===== src/rtl/mem_refill_arbiter.sv =====
// Two-port (ICache=0, DCache=1) refill arbiter with an in-order owner-ID FIFO for response steering.
// Optional MEM_ARB_DCACHE_PRIORITY_EN: port 1 wins ties instead of round-robin.
module mem_refill_arbiter #(
  parameter int ADDR_BITS       = 28,
  parameter int MEM_DATA_BITS   = 128,
  parameter int MEM_DATA_CYCLES = 4,
  parameter int MAX_OUTSTANDING = 4
) (
  input  logic                     clk,
  input  logic                     reset,
  input  logic                     req0_val,
  output logic                     req0_rdy,
  input  logic [ADDR_BITS-1:0]     req0_addr,
  output logic                     resp0_val,
  output logic                     resp0_nack,
  input  logic                     req1_val,
  output logic                     req1_rdy,
  input  logic [ADDR_BITS-1:0]     req1_addr,
  output logic                     resp1_val,
  output logic                     resp1_nack,
  output logic [MEM_DATA_BITS-1:0] resp_data,
  output logic                     mem_req_val,
  input  logic                     mem_req_rdy,
  output logic [ADDR_BITS-1:0]     mem_req_addr,
  input  logic                     mem_resp_val,
  input  logic                     mem_resp_nack,
  input  logic [MEM_DATA_BITS-1:0] mem_resp_data,
  output logic                     orphan_err
);
  localparam int PW = (MAX_OUTSTANDING > 1) ? $clog2(MAX_OUTSTANDING) : 1;
  localparam int CW = $clog2(MAX_OUTSTANDING + 1);
  localparam int BW = $clog2(MEM_DATA_CYCLES);

  logic                       lock_q, lock_d, lock_id_q, lock_id_d, last_q, last_d;
  logic [MAX_OUTSTANDING-1:0] fifo_q;
  logic [PW-1:0]              wr_q, rd_q;
  logic [CW-1:0]              cnt_q, cnt_d;
  logic                       full_q, full_d;
  logic [BW-1:0]              beat_q, beat_d;
  logic                       orphan_q;
  logic                       grant, req_vld, accept, empty, head;
  logic                       beat_v, nack_v, last_beat, push, pop;

  always_comb begin
    grant = req1_val;
    if (lock_q)                    grant = lock_id_q;
`ifdef MEM_ARB_DCACHE_PRIORITY_EN
    else if (req0_val && req1_val) grant = 1'b1;
`else
    else if (req0_val && req1_val) grant = ~last_q;
`endif
  end

  assign req_vld      = grant ? req1_val : req0_val;
  assign mem_req_val  = !reset && req_vld && !full_q;
  assign mem_req_addr = grant ? req1_addr : req0_addr;
  assign accept       = mem_req_val && mem_req_rdy;
  assign req0_rdy     = accept && !grant;
  assign req1_rdy     = accept && grant;

  // Response side: steer by FIFO head; val beats take precedence over a same-cycle nack.
  assign empty      = (cnt_q == '0);
  assign head       = fifo_q[rd_q];
  assign beat_v     = !reset && mem_resp_val && !empty;
  assign nack_v     = !reset && mem_resp_nack && !mem_resp_val && !empty && (beat_q == '0);
  assign last_beat  = beat_v && (beat_q == BW'(MEM_DATA_CYCLES - 1));
  assign push       = accept;
  assign pop        = last_beat || nack_v;
  assign resp0_val  = beat_v && !head;
  assign resp1_val  = beat_v && head;
  assign resp0_nack = nack_v && !head;
  assign resp1_nack = nack_v && head;
  assign resp_data  = mem_resp_data;
  assign orphan_err = orphan_q;

  always_comb begin
    lock_d    = lock_q;
    lock_id_d = lock_id_q;
    last_d    = last_q;
    if (accept) begin
      lock_d = 1'b0;
      last_d = grant;
    end else if (mem_req_val && !mem_req_rdy) begin
      lock_d    = 1'b1;
      lock_id_d = grant;
    end else if (lock_q && !(lock_id_q ? req1_val : req0_val)) begin
      lock_d = 1'b0;
    end
    beat_d = beat_q;
    if (last_beat)   beat_d = '0;
    else if (beat_v) beat_d = beat_q + 1'b1;
    cnt_d  = cnt_q + CW'(push) - CW'(pop);
    full_d = (cnt_d == CW'(MAX_OUTSTANDING));
  end

  always_ff @(posedge clk or posedge reset) begin
    if (reset) begin
      lock_q    <= 1'b0;
      lock_id_q <= 1'b0;
      last_q    <= 1'b1;
      fifo_q    <= '0;
      wr_q      <= '0;
      rd_q      <= '0;
      cnt_q     <= '0;
      full_q    <= 1'b0;
      beat_q    <= '0;
      orphan_q  <= 1'b0;
    end else begin
      lock_q    <= lock_d;
      lock_id_q <= lock_id_d;
      last_q    <= last_d;
      cnt_q     <= cnt_d;
      full_q    <= full_d;
      beat_q    <= beat_d;
      if (push) begin
        fifo_q[wr_q] <= grant;
        wr_q         <= wr_q + 1'b1;
      end
      if (pop) rd_q <= rd_q + 1'b1;
      if ((mem_resp_val || mem_resp_nack) && empty) orphan_q <= 1'b1;
    end
  end

`ifndef SYNTHESIS
  always_ff @(posedge clk)
    if (!reset && mem_resp_val && mem_resp_nack)
      $warning("mem_refill_arbiter: resp val and nack together, nack ignored");
`endif
endmodule


===== config.mk =====
export PLATFORM = sky130hd
export DESIGN_NAME = mem_refill_arbiter
export DESIGN_NICKNAME = d
export VERILOG_FILES = /design/src/rtl/mem_refill_arbiter.sv
export SDC_FILE = /design/constraint.sdc
export NUM_CORES = 1
export LEC_CHECK = 0
export CORE_AREA = 2 2 136 138
export CTS_CLUSTER_DIAMETER = 60
export DETAILED_ROUTE_END_ITERATION = 10
export DIE_AREA = 0 0 138 140
export SLEW_MARGIN = 5
export SYNTH_ARGS = -nofsm -noshare
export SYNTH_HDL_FRONTEND = slang
export SYNTH_SLANG_ARGS = --single-unit

===== constraint.sdc =====
create_clock -name clk -period 4.65 [get_ports clk]
set_input_delay 0.93 -clock clk [delete_from_list [all_inputs] [get_ports clk]]
set_output_delay 0.93 -clock clk [all_outputs]
set_load 0.02 [all_outputs]

==> summary.md <==
| Metric | Value |
|---|---|
| H-tree depth | 1 |
| RSZ-0062 raised after global routing | false |
| Gr usage total | 6.47% |
| Vias per cell | 3.18 |
| Status | completed |
| Setup crit start kind | primary input |
| DRT Pass-1 Iters | 3 |
| Die ar. | 0.0193 mm^2 |
| Final Max Slew Viols | 0 |
| Most common cell after layout, fill and taps aside | clkdlybuf4s50_1 |
| CP most frequent cell | clkdlybuf4s50_1 |
| Hold Vio Cnt, Final | 0 |
| Post-Route WL | 6750 um |
| Max Freq | around 250 MHz |
| Hpwl dp | 5590 um |
| Placement Cell Area | 0.00260 mm^2 |
| Net Count, Synth | 454 |
| Clk sinks | 18 |
| Power Density | 442 mW/mm^2 |
| Path type of the worst setup path | in2out |
| Layout cell share with drive strength beyond 1 | 19.1% |
| Nets | 426 |
| Chip Height | 140 um |
| CTS root buf | clkbuf_16 |
| Clk_lat worst skew | 250 ps |
| Vias in the first global route | 1625 |
| Starting density of the core | 12.9% |
| Pin count of the biggest net entering global routing | 30 |
| Count of flip-flops with a built-in enable after synthesis | 0 |
| Crit path DAT | 3120 ps |
| DRC viols | 0 |
| Buf/Inv on CP | 3 |
| Max VDD drop | between 0.1 and 0.15 mV |
| Post-synthesis sequential area ratio | 19.7% |
| Core footprint | 0.0178 mm^2 |
| Final setup vio count | 0 |
| CP peak stage delay | roughly 560 ps |
| Synth unique cells | 35 |
| Setup_tns | 0 ps |
| Final GP Congestion | between 0.6 and 0.7 |
| Cell Area, Synth | 0.00229 mm^2 |
| Reg clk slew, reported paths | about 50 ps |
| Yosys warning count | 0 |
| Type of the most critical hold path | reg2reg |
| Dominant synthesized flop cell | dfrtp_1 |
| Period utilization | 87.1% |
| Top Ports | ~360 |
| R2R Setup Slk | slightly above 2000 ps |
| Synthesized area per cell | 9.02 um^2 |
| DRT antenna net count | 0 |
| Synth area leader | buf_4 |
| Top cell type's share of synthesized area | 41.9% |
| First-pass GRT wire length | slightly below 10000 um |
| Via count | 1447 |
| Min Tclk post-route | 4050 ps |
| Most frequent cells in the layout | clkdlybuf4s50_1, mux2_2, dfrtp_1, inv_1, ha_1 |
| Synth area leaders | buf_4, dfrtp_1, mux2_2, ha_1, inv_1 |
| Post-CTS setup buffers | 0 |
| Grt ovf | 0 |
| CTS buffer count | 3 |
| Final instance area | 0.00269 mm^2 |
| LEAKAGE | between 1 and 1.5 nW |
| Max clock buf depth | 2 |
| Layout Skew | between 1 and 1.5 ps |
| Area Growth Syn to Fin | 17.5% |
| Worst relative slew slack | 55.3% |
| CP max-delay cell | clkdlybuf4s50_1 |
| Crit-path cells | clkdlybuf4s50_1 > nand2_1 > a21boi_4 > buf_12 > mux2_2 > clkdlybuf4s50_1 |
| WL/cell | 14.8 um |
| Initial antenna violation count | 1 |
| Max_cap viols | 0 |
| Die X | 138 um |
| Post-synthesis register bit count | 18 |
| PostCTS Resize Cnt | 0 |
| CTS Hold Bufs | 0 |
| Max Fanout on Critical Path | 29 |
| Port Buffers | 98 |
| Worst path required time | 3720 ps |
| Top Family by Delay on Critical Path | buffers and inverters |
| Endpoint class of the critical path | output port |
| Post-synth ARST share | 100% |
| Initial DRC count | 69 |
| Number of placement rows | 49 |
| CTS tree | built |
| Post-synthesis cell count | 254 |
| Worst-Margin Slew | between 600 and 700 ps |
-- path summary, 6_finish.rpt --
kind,startpoint,to,depth (start not counted)
max in group asynchronous,reset,orphan_err,3
worst min register to register,orphan_err,orphan_err,1
worst max-delay path,req0_val,mem_req_addr[8],6
worst max register to register,full_q,full_q,9
worst min-delay path,orphan_err,orphan_err,1
min in group asynchronous,reset,full_q,3
-- Yosys cell counts, types with 2 or more instances --
library cell / n
a21oi_1: 5
a31oi_1: 4
and2_1: 2
buf_2: 4
buf_4: 128
buf_6: 2
dfrtp_1: 17
ha_1: 8
inv_1: 12
mux2_2: 28
nand2_1: 7
nor2_1: 4
nor3_1: 2
nor3b_1: 3
nor4_1: 2
o21ai_0: 4
xnor2_1: 3
xor2_1: 2
-- routing by layer --
layer	vias to the layer above	track usage (%)	share of wire, %
met5	-	0	0
met4	0	5.85	7.1
met3	66	5.09	17
met2	127	8.08	40
met1	609	6.80	36
li1	645	-	-
-- where the power goes --
part           leakage [nW]  switching, mW  internal (mW)  total [mW]
Combinational         0.746          0.335          0.378       0.713
Sequential            0.210         0.0546          0.235       0.290
Clock                0.0442         0.0582          0.131       0.189
Total                  1.00          0.448          0.744        1.19
-- cell type report --
type,count,area (um^2)
flip-flops and latches,18,452
diodes,1,2.50
well taps,229,287
fillers,1986,15100
multi-input cells,90,803
clock buffers,4,88.8
inverters,12,45.0
repair buffers,101,1020
-- through the flow --
stage / setup slack [ps] / cells / power, mW / utilization, % / hold WS, ps
finish: 599 / 455 / 1.19 / 15.2 / 477
detailed placement: 571 / 450 / 1.01 / 14.6 / 471
CTS: 569 / 454 / 1.21 / 15.1 / 487
global route: 494 / 454 / 1.28 / 15.1 / 504
floorplan: 1590 / 254 / 0.878 / - / 470
global placement: 634 / 450 / 0.985 / 14.6 / 456
-- registers in the layout, indices dropped and copies added (netlist names), 2 cells and up --
signal / count
fifo_q: 4
cnt_q: 3
beat_q: 2
rd_q: 2
wr_q: 2
-- logic make-up (layout without fill, tap and decap cells) --
logic type / count (synthesis) / in the layout / synth area share (%)
buffers and inverters: 146 / 117 / 45.7
multiplexers: 29 / 29 / 14.7
XOR/XNOR: 5 / 5 / 1.91
AND/OR/NAND/NOR: 26 / 26 / 6.33
AO/OA/AOI/OAI: 21 / 21 / 6.33
other: 0 / 1 / 0
adder cells (fa/ha/maj): 9 / 9 / 5.24
flip-flops: 18 / 18 / 19.7
Note: power is estimated with default switching activity, not from simulation.
